==> config.mk <==
export PLATFORM = sky130hd
export DESIGN_NAME = sdf_stage_ctrl
export DESIGN_NICKNAME = d
export VERILOG_FILES = /design/src/rtl/fft_pkg.sv /design/src/rtl/fft_sample_cnt.sv /design/src/rtl/sdf_stage_ctrl.sv
export SDC_FILE = /design/constraint.sdc
export NUM_CORES = 1
export LEC_CHECK = 0
export ABC_CLOCK_PERIOD_IN_PS = 2120
export CORE_UTILIZATION = 32
export DETAILED_ROUTE_END_ITERATION = 16
export HOLD_SLACK_MARGIN = 0.06
export PLACE_DENSITY_LB_ADDON = 0.25
export SLEW_MARGIN = 20
export SYNTH_ARGS = -nofsm -noshare
export SYNTH_HDL_FRONTEND = slang
export SYNTH_HIERARCHICAL = 1
export SYNTH_SLANG_ARGS = --single-unit
==> constraint.sdc <==
create_clock -name clk -period 2.12 [get_ports clk]
set_input_delay 0.424 -clock clk [delete_from_list [all_inputs] [get_ports clk]]
set_output_delay 0.424 -clock clk [all_outputs]
set_load 0.01 [all_outputs]
==> src/rtl/fft_pkg.sv <==
// fft_pkg
// Shared definitions for the SDF FFT stage controllers: datapath widths,
// butterfly mode encodings, the stage FSM state type and the twiddle-index
// helper.
// Ports: none (package).
package fft_pkg;

    localparam int DATA_W = 16;
    localparam int TW_W   = 4;

    localparam logic [1:0] MODE_HOLD = 2'b00;
    localparam logic [1:0] MODE_FILL = 2'b01;
    localparam logic [1:0] MODE_BFLY = 2'b10;

    typedef enum logic [1:0] {
        ST_IDLE  = 2'd0,
        ST_FILL  = 2'd1,
        ST_BFLY  = 2'd2,
        ST_DRAIN = 2'd3
    } stage_state_t;

    // k = offset * step, kept modulo 2^TW_W (W32^k repeats every 32, and
    // the index only ever spans one half-turn).
    function automatic logic [TW_W-1:0] tw_index(input int unsigned off,
                                                 input int unsigned step);
        return TW_W'(off * step);
    endfunction

endpackage

==> src/rtl/fft_sample_cnt.sv <==
// fft_sample_cnt
// Enable-driven modulo-2*DELAY sample counter for one SDF stage.
// Ports:
//   clk, rst     clock, asynchronous active-low reset
//   en           advance the counter by one (one accepted sample)
//   cnt          position of the next sample within the frame
//   half         cnt >= DELAY (second half of the frame)
//   wrap         en while cnt is on the last sample of the frame
module fft_sample_cnt
    import fft_pkg::*;
#(
    parameter int DELAY = 16,
    parameter int CNT_W = $clog2(2 * DELAY)
) (
    input  logic             clk,
    input  logic             rst,
    input  logic             en,
    output logic [CNT_W-1:0] cnt,
    output logic             half,
    output logic             wrap
);

    logic last;

    assign last = (cnt == CNT_W'(2 * DELAY - 1));
    assign half = (cnt >= CNT_W'(DELAY));
    assign wrap = en && last;

    always_ff @(posedge clk or negedge rst) begin
        if (!rst) begin
            cnt <= '0;
        end else if (en) begin
            cnt <= last ? '0 : cnt + CNT_W'(1);
        end
    end

endmodule

==> src/rtl/sdf_stage_ctrl.sv <==
// sdf_stage_ctrl
// Sequencing controller for one radix-2 SDF stage of the 32-point FFT.
// Accepts samples with valid/ready, tracks the position inside each
// 2*DELAY-sample frame, and drives the butterfly mode, shift-register
// enable, twiddle index and registered data/valid one cycle after each
// accept. A flush request drains the feedback shift register at the next
// frame boundary so the last frame's difference terms leave the stage.
// Ports:
//   clk, rst                  clock, asynchronous active-low reset
//   valid_i, ready_o          input handshake (ready_o from state only)
//   data_in_r, data_in_i      input sample
//   flush_i                   drain request pulse (held until serviced)
//   mode_o                    00 hold, 01 fill, 10 butterfly
//   sr_en_o                   feedback shift-register shift enable
//   tw_idx_o                  twiddle index k for W32^k
//   data_out_r, data_out_i    registered sample to butterfly A input
//   valid_o                   stage output valid
//   sop_o                     first output of a frame (only with SDF_CTRL_SOP_EN)
// Build option: define SDF_CTRL_SOP_EN to add the sop_o port.
//
// state    | meaning
// ST_IDLE  | no frame in progress, nothing held in the shift register
// ST_FILL  | first half of a frame: samples loaded into the shift register
// ST_BFLY  | second half of a frame: butterfly with delayed samples
// ST_DRAIN | flushing the shift register for DELAY cycles
module sdf_stage_ctrl
    import fft_pkg::*;
#(
    parameter int DELAY = 16
) (
    input  logic              clk,
    input  logic              rst,
    input  logic              valid_i,
    output logic              ready_o,
    input  logic [DATA_W-1:0] data_in_r,
    input  logic [DATA_W-1:0] data_in_i,
    input  logic              flush_i,
    output logic [1:0]        mode_o,
    output logic              sr_en_o,
    output logic [TW_W-1:0]   tw_idx_o,
    output logic [DATA_W-1:0] data_out_r,
    output logic [DATA_W-1:0] data_out_i,
    output logic              valid_o
`ifdef SDF_CTRL_SOP_EN
    ,
    output logic              sop_o
`endif
);

    localparam int          CNT_W   = $clog2(2 * DELAY);
    localparam int          DCNT_W  = (DELAY > 1) ? $clog2(DELAY) : 1;
    localparam int unsigned TW_STEP = 16 / DELAY;

    stage_state_t      state_q, state_d;
    logic [CNT_W-1:0]  cnt;
    logic              half;
    logic              wrap;
    logic              accept;
    logic              at_boundary;
    logic              drain_go;
    logic              drain_done;
    logic              pending_q;
    logic              flush_pend_q;
    logic [DCNT_W-1:0] dcnt_q;

    logic [1:0]        mode_d;
    logic              sr_en_d;
    logic              valid_d;
    logic [TW_W-1:0]   tw_d;
    logic [DATA_W-1:0] dr_d;
    logic [DATA_W-1:0] di_d;
`ifdef SDF_CTRL_SOP_EN
    logic              sop_d;
`endif

    fft_sample_cnt #(
        .DELAY (DELAY),
        .CNT_W (CNT_W)
    ) u_cnt (
        .clk  (clk),
        .rst  (rst),
        .en   (accept),
        .cnt  (cnt),
        .half (half),
        .wrap (wrap)
    );

    assign at_boundary = ((state_q == ST_IDLE) || (state_q == ST_FILL)) && (cnt == '0);
    assign drain_go    = flush_pend_q && pending_q && (state_q == ST_FILL) && (cnt == '0);
    assign drain_done  = (state_q == ST_DRAIN) && (dcnt_q == '0);

    // Drain wins over a simultaneous valid_i in the entry cycle.
    assign ready_o = (state_q != ST_DRAIN) && !drain_go;
    assign accept  = valid_i && ready_o;

    always_ff @(posedge clk or negedge rst) begin
        if (!rst) begin
            state_q <= ST_IDLE;
        end else begin
            state_q <= state_d;
        end
    end

    always_comb begin
        state_d = state_q;
        unique case (state_q)
            ST_IDLE, ST_FILL: begin
                if (drain_go) begin
                    state_d = ST_DRAIN;
                end else if (accept) begin
                    state_d = (cnt == CNT_W'(DELAY - 1)) ? ST_BFLY : ST_FILL;
                end
            end
            ST_BFLY: begin
                if (wrap) begin
                    state_d = ST_FILL;
                end
            end
            ST_DRAIN: begin
                if (drain_done) begin
                    state_d = ST_IDLE;
                end
            end
            default: state_d = ST_IDLE;
        endcase
    end

    // Output values for the next cycle; drain outputs are aligned with the
    // cycles spent in ST_DRAIN, everything else follows the accepted sample.
    always_comb begin
        mode_d  = MODE_HOLD;
        sr_en_d = 1'b0;
        valid_d = 1'b0;
        tw_d    = '0;
        dr_d    = data_out_r;
        di_d    = data_out_i;
`ifdef SDF_CTRL_SOP_EN
        sop_d   = 1'b0;
`endif
        if (state_d == ST_DRAIN) begin
            mode_d  = MODE_FILL;
            sr_en_d = 1'b1;
            valid_d = 1'b1;
            dr_d    = '0;
            di_d    = '0;
        end else if (accept) begin
            sr_en_d = 1'b1;
            dr_d    = data_in_r;
            di_d    = data_in_i;
            if (half) begin
                mode_d  = MODE_BFLY;
                valid_d = 1'b1;
                tw_d    = tw_index(32'(cnt - CNT_W'(DELAY)), TW_STEP);
`ifdef SDF_CTRL_SOP_EN
                sop_d   = (cnt == CNT_W'(DELAY));
`endif
            end else begin
                mode_d  = MODE_FILL;
                valid_d = pending_q;
            end
        end
    end

    always_ff @(posedge clk or negedge rst) begin
        if (!rst) begin
            mode_o     <= MODE_HOLD;
            sr_en_o    <= 1'b0;
            valid_o    <= 1'b0;
            tw_idx_o   <= '0;
            data_out_r <= '0;
            data_out_i <= '0;
`ifdef SDF_CTRL_SOP_EN
            sop_o      <= 1'b0;
`endif
        end else begin
            mode_o     <= mode_d;
            sr_en_o    <= sr_en_d;
            valid_o    <= valid_d;
            tw_idx_o   <= tw_d;
            data_out_r <= dr_d;
            data_out_i <= di_d;
`ifdef SDF_CTRL_SOP_EN
            sop_o      <= sop_d;
`endif
        end
    end

    always_ff @(posedge clk or negedge rst) begin
        if (!rst) begin
            pending_q    <= 1'b0;
            flush_pend_q <= 1'b0;
            dcnt_q       <= '0;
        end else begin
            if (drain_done) begin
                pending_q <= 1'b0;
            end else if (wrap) begin
                pending_q <= 1'b1;
            end

            // A flush with nothing held is dropped at the frame boundary.
            if (drain_done) begin
                flush_pend_q <= 1'b0;
            end else if (flush_i) begin
                flush_pend_q <= 1'b1;
            end else if (at_boundary && !pending_q) begin
                flush_pend_q <= 1'b0;
            end

            if (drain_go) begin
                dcnt_q <= DCNT_W'(DELAY - 1);
            end else if ((state_q == ST_DRAIN) && (dcnt_q != '0)) begin
                dcnt_q <= dcnt_q - DCNT_W'(1);
            end
        end
    end

endmodule

Yosys cells after proc, flatten, opt, wreduce, memory -nomap -nowiden
Cells that the tools add are included.

Bits in registers: 53. Input port bits: 36. Output and inout port bits: 41. Word-level logic and storage cells: 73.

$add $sub $neg: 3. Order comparisons: 1. Equal/unequal tests: 7. Multiplexer cells: 29. Reductions and logical operators: 22.

Operator list (count): $mux 16 (4); $mux 4 (5); $mux 2 (8); $logic_and 1x1->1 (10); $mux 1 (10); $sub 4x1->4 const B (2); $eq 2x2->1 const B (3); $pmux 2 s3 (1); $reduce_bool 2->1 (3); $add 5x1->5 const B (1); $eq 5x4->1 const B (1); $eq 5x5->1 const B (1); $ge 5x5->1 const B (1); $logic_not 5->1 (1); $mux 5 (1); $logic_not 4->1 (1); $reduce_bool 4->1 (1); $reduce_bool 3->1 (1); $eq 2x1->1 const B (1); $logic_not 1->1 (2); $logic_not 2->1 (1); $ne 2x2->1 const B (1); $reduce_or 2->1 (1); $logic_or 1x1->1 (1).

Longest topological paths before layout
Gate-level depths: netlist of the first run.

Depth in word-level cells: 11. Depth in mapped cells: 7. Depth with buffers taken out: 6.

Cells and area by module
Netlist of the first run, hierarchy kept.

By module, submodules not included: sdf_stage_ctrl (instances 1, cells each 236, area each 2635.0 µm², seq. area each 1201.2 µm²); fft_sample_cnt (instances 1, cells each 27, area each 289.0 µm², seq. area each 125.1 µm²).

Least setup slack after synthesis of the first run
Ideal clock, no wire load.

Path type: register to register. Start: register u_cnt.cnt[0]. End: register state_q[1]. Library setup time: 73 ps. Arrival time: 1958 ps. Data required time: 2047 ps. Setup slack: 89 ps. Stages on the path, launching flop included: 8. Buffers on the path: 1. Period minus slack after synthesis: 2031 ps. Cell sequence: dfrtp_1 -> or4_1 -> buf_4 -> o21ai_2 -> nand2_1 -> and2_1 -> a21o_1 -> a2bb2oi_2.

Longest elaborated chain between the ends: 8. Elaborated cells on any way between the ends: 13. Classes of those cells: 2 x eq/ne; 5 x mux; 6 x reduce/logical.

RTL lines: start, declared (RTL line fft_sample_cnt.sv:18) `output logic [CNT_W-1:0] cnt,`; start signal, assigned (RTL line fft_sample_cnt.sv:33) `cnt <= last ? '0 : cnt + CNT_W'(1);`; $logic_not 5->1 (RTL line sdf_stage_ctrl.sv:89) `assign drain_go = flush_pend_q && pending_q && (state_q == ST_FILL) && (cnt == '0);`; $logic_and 1x1->1 (RTL line sdf_stage_ctrl.sv:89); $logic_not 1->1 (RTL line sdf_stage_ctrl.sv:93) `assign ready_o = (state_q != ST_DRAIN) && !drain_go;`; $logic_and 1x1->1 (RTL line sdf_stage_ctrl.sv:93); $logic_and 1x1->1 (RTL line sdf_stage_ctrl.sv:94) `assign accept = valid_i && ready_o;`; named net accept (RTL line sdf_stage_ctrl.sv:58) `logic accept;`; $logic_and 1x1->1 (RTL line fft_sample_cnt.sv:27) `assign wrap = en && last;`; named net wrap (RTL line sdf_stage_ctrl.sv:57) `logic wrap;`; $mux 2 (RTL line sdf_stage_ctrl.sv:115) `if (wrap) begin`; $pmux 2 s3 (RTL line sdf_stage_ctrl.sv:106) `unique case (state_q)`; named net state_d[1] (RTL line sdf_stage_ctrl.sv:54) `stage_state_t state_q, state_d;`; end signal, assigned (RTL line sdf_stage_ctrl.sv:100) `state_q <= state_d;`; end, declared (RTL line sdf_stage_ctrl.sv:54).

The timed path passes the listed nets, and every way through them passes these cells. A chain may end at the register's enable or synchronous reset.

Worst setup path after layout of the first run
Start: register state_q[1]. End: output ready_o.

Longest elaborated chain between the ends: 5. Elaborated cells on any way between the ends: 6. Classes of those cells: 2 x eq/ne; 4 x reduce/logical.

RTL lines: $eq 2x1->1 (RTL line sdf_stage_ctrl.sv:89); $logic_and 1x1->1 (2 in a row) (RTL line sdf_stage_ctrl.sv:89); $logic_not 1->1 (RTL line sdf_stage_ctrl.sv:93); $logic_and 1x1->1 (*) (RTL line sdf_stage_ctrl.sv:93); end, declared (RTL line sdf_stage_ctrl.sv:34) `output logic ready_o,`.

Mark *: on every way between the ends. The rest lies on a longest branch, timed or not.

==> summary.txt, run 1 <==
Floorplanning
  • Die extent in y: 97.59 um
  • Std cell rows: 34
  • Number of top-level design ports: 77
  • Initial Utilization: 0.3337
  • Area of the core region: 8763 um^2
  • Area of the die: 9524 um^2
  • Chip width: 97.59 um

Synth
  • Post-synthesis async set-or-reset flop share: 1.000
  • Sequential cell area fraction in the yosys report: 0.4536
  • Yosys Warn Count: 6
  • Commonest register cell after synthesis: sky130_fd_sc_hd__dfrtp_1
  • Synth Net Count: 304
  • Top cell types by occurrence after synthesis: sky130_fd_sc_hd__a22oi_1 (66), sky130_fd_sc_hd__dfrtp_1 (53), sky130_fd_sc_hd__o211ai_2 (29)
  • Top-count cell post-synth: sky130_fd_sc_hd__a22oi_1
  • Post-synth top area cell: sky130_fd_sc_hd__dfrtp_1
  • Top cells by area in the synthesized netlist: sky130_fd_sc_hd__dfrtp_1 (45%), sky130_fd_sc_hd__a22oi_1 (17%), sky130_fd_sc_hd__o211ai_2 (12%)
  • Number of different library cells in the post-synthesis netlist: 47
  • Number of synthesized register bits: 53
  • Cell area after synthesis: 2924 um^2
  • Number of enable-type register cells in the synthesized netlist: 0
  • Area share of the largest cell type after synthesis: 0.4536
  • Gate count after technology mapping: 263
  • Average instance area after synthesis: about 11 um^2

Cells and area
  • Area Growth Syn to Fin: 36.76%
  • Count of non-filler cells in the finished layout: 449
  • Ant. Diodes: 0
  • Fraction of final layout cells with drive strength greater than 1: 0.2141
  • Final net count: 381

Pwr
  • Power Total: 5.381 mW
  • Static leakage: 1.730 nW
  • Power per Cell Area: 1346 nW/um^2
  • Peak supply drop: 0.0003997 V

Min path
  • Hold crit path type: in -> async

Setup path
  • Worst Path Max Fanout: 2
  • Data required time at the worst endpoint: 1.70 ns
  • Worst R2R Start: state_q[1]
  • Capture instance of the worst register-to-register path: u_cnt/cnt[4]
  • Critical Path Source Type: flop
  • Sum of buffers and inverters on the critical path: 1
  • Worst-case register-to-register setup slack: between 0.1 and 0.15 ns
  • Cell with the biggest individual delay on the critical path: sky130_fd_sc_hd__or4_4
  • CP delay by family, top: simple AND/OR/NAND/NOR gates
  • WP depth: 4
  • Ordered cell list for the critical path: or4_4 -> nor2_1 -> o21ai_1 -> buf_2
  • Setup Crit Path Kind: reg -> out
  • Stage delay of the slowest cell on the critical path: about 0.53 ns
  • CP Capture Point: ready_o
  • Origin of the worst setup path: state_q[1]
  • Depth of the worst register-to-register path: 6
  • Critical Path End Type: primary output
  • Critical path arrival: 1.56 ns

Global route
  • Via count of the first global-routing pass: 2,445
  • Global-route wire length before repair: 12.49 mm
  • Total global routing overflow: 0
  • Antenna violations before repair: 0
  • Largest net degree at the start of global routing: 54
  • Overall track demand over capacity in global routing: 0.1604

Placed design
  • HPWL after detailed placement: 5.070 mm
  • # placed instances: 441
  • Routability Congestion: slightly below 0.8
  • # port buffers: 76

STA
  • Worst Max-Slew Pin Slew: approximately 0.54 ns
  • Hold Vio Cnt, Final: 0
  • Final Cycle Share: 0.9345
  • Hold_ws: 0.1035 ns
  • Setup-failing EPs final: 0
  • Maximum achievable frequency: 504.8 MHz
  • Final Critical Period: 1.981 ns
  • Final slew viol count: 0
  • Relative slew slack: 0.6373
  • Unrepaired setup endpoints after global routing: no
  • Clock Skew: 0.004255 ns

CTS
  • CTS root buf: sky130_fd_sc_hd__clkbuf_8
  • Longest Clk Path Bufs: 2
  • TritonCTS sink count: 53
  • Clock tree from TritonCTS: built
  • CTS Buf Count: 5
  • CTS H-tree lvls: 2
  • Clock Pin Slew Worst Setup and Hold Paths: approximately 0.090 ns
  • Latest clock arrival within the worst-skew pair: 0.30 ns
  • Post-CTS Hold Buffers: 0

Drt
  • Mean routed wirelength per cell: 17.26 um
  • Detail Route Antenna Nets: 0
  • First-pass iteration count of the detailed router: 6
  • DRT iter0 DRCs: just under 90
  • Routed Wire Length: 7.751 mm
  • Detailed-route DRC error count: 0
  • Ratio of routed vias to standard cells: 5.684
  • Total via count in the routed design: about 2,600

Run
  • # Max-Cap Violations: 0

Outcome
  • Run status: finished clean
[sequential cells by signal, summed over array words and instances (netlist names)]
register,cells
pending_q,1
flush_pend_q,1
sr_en_o,1
data_out_i,16
valid_o,1
dcnt_q,4
tw_idx_o,4
u_cnt/cnt,5
data_out_r,16
state_q,2
mode_o,2
[kinds of logic after synthesis]
family                     Yosys count  share of synthesized area
adders and majority gates            5                    0.02139
muxes                                3                    0.01070
DFF                                 53                     0.4536
and+or+nand+nor                     41                    0.08345
AOI/OAI and AO/OA                  125                     0.3710
buffers and inverters               36                    0.05990
[layer usage]
metal	track usage	vias up	wire (um)
met5	0	-	0
met4	0.04412	0	96
met2	0.2458	85	3532
li1	-	1181	-
met1	0.2254	1279	3613
met3	0.03813	7	508
[cells in the final DEF, fill, tap and decap left out, types with 2 or more instances in the layout]
master | netlist | final
sky130_fd_sc_hd__ha_1 | 5 | 5
sky130_fd_sc_hd__nand2b_1 | 2 | 2
sky130_fd_sc_hd__clkbuf_1 | 15 | 3
sky130_fd_sc_hd__a22oi_1 | 66 | 66
sky130_fd_sc_hd__or3_1 | 3 | 3
sky130_fd_sc_hd__buf_2 | 11 | 2
sky130_fd_sc_hd__mux2i_1 | 2 | 2
sky130_fd_sc_hd__nand2_1 | 10 | 10
sky130_fd_sc_hd__buf_4 | 1 | 19
sky130_fd_sc_hd__nor2_1 | 3 | 3
sky130_fd_sc_hd__o211ai_2 | 29 | 29
sky130_fd_sc_hd__dfrtp_1 | 53 | 53
sky130_fd_sc_hd__o21ai_1 | 1 | 2
sky130_fd_sc_hd__o21ai_2 | 2 | 2
sky130_fd_sc_hd__o211ai_1 | 3 | 3
sky130_fd_sc_hd__inv_1 | 6 | 6
sky130_fd_sc_hd__a21oi_1 | 5 | 5
sky130_fd_sc_hd__clkbuf_8 | 0 | 5
sky130_fd_sc_hd__nand3_1 | 6 | 6
sky130_fd_sc_hd__buf_12 | 0 | 5
sky130_fd_sc_hd__o21bai_1 | 2 | 2
sky130_fd_sc_hd__o21ai_0 | 5 | 4
sky130_fd_sc_hd__o22ai_1 | 3 | 3
sky130_fd_sc_hd__clkdlybuf4s50_1 | 0 | 74
[area by class of cell]
type                    instances  area (um^2)
clock buffers                   8        80.08
fillers                       827         4765
inverters                       6        22.52
multi-input cells             174         1441
flip-flops and latches         53         1326
well taps                     108        135.1
repair buffers                100        993.5
[stage by stage]
step                setup slack, ns  TNS (ns)  instance area (um^2)    util
finish                       0.1389         0                  3999  0.4563
global route                0.03636         0                  3999  0.4563
CTS                          0.1153         0                  3999  0.4563
detailed placement         -0.06534  -0.06534                  3921  0.4475
global placement           -0.06408  -0.06408                  3921  0.4475
floorplan                   0.08937         0                  2924       -
[where the power goes]
| part | leakage (nW) | switching, mW | internal, mW | total, mW |
|---|---|---|---|---|
| Clock | 0.0395 | 0.312 | 0.236 | 0.547 |
| Sequential | 0.670 | 0.287 | 1.49 | 1.78 |
| Combinational | 1.02 | 1.52 | 1.54 | 3.06 |
| Total | 1.73 | 2.12 | 3.27 | 5.38 |
[worst min path at each step]
| stage | end | slack [ns] |
|---|---|---|
| finish | data_out_r[11] | 0.10 |
| global route | data_out_r[8] | 0.12 |
| CTS | data_out_r[11] | 0.11 |
| detailed placement | data_out_r[11] | 0.44 |
| global placement | data_out_r[11] | 0.44 |
| floorplan | data_out_i[0] | 0.13 |
[repair_timing]
item                       4_1_cts  5_1_grt
setup endpoints to repair        2        0
gates resized for setup          6        0
hold endpoints to repair         0        0
buffers inserted                 0        0
[worst reg2reg max path, cell delays in order (launching register included)]
cell and delay [ns]:
sky130_fd_sc_hd__dfrtp_1 0.38, sky130_fd_sc_hd__or4_4 0.53, sky130_fd_sc_hd__buf_4 0.24, sky130_fd_sc_hd__o21ai_2 0.18, sky130_fd_sc_hd__nand2_1 0.08, sky130_fd_sc_hd__buf_4 0.16, sky130_fd_sc_hd__mux2_1 0.30
Note: power is estimated with default switching activity, not from simulation.
==> run 2, diff against run 1 <==
- SLEW_MARGIN: 20 -> 0
==> results of run 2 <==
Final layout, timing and power as in run 1 (identical DEF).
==> run 3, diff against run 2 <==
- CTS_CLUSTER_DIAMETER: not set -> 60
==> results of run 3 <==
Final layout, timing and power as in run 1 (identical DEF).
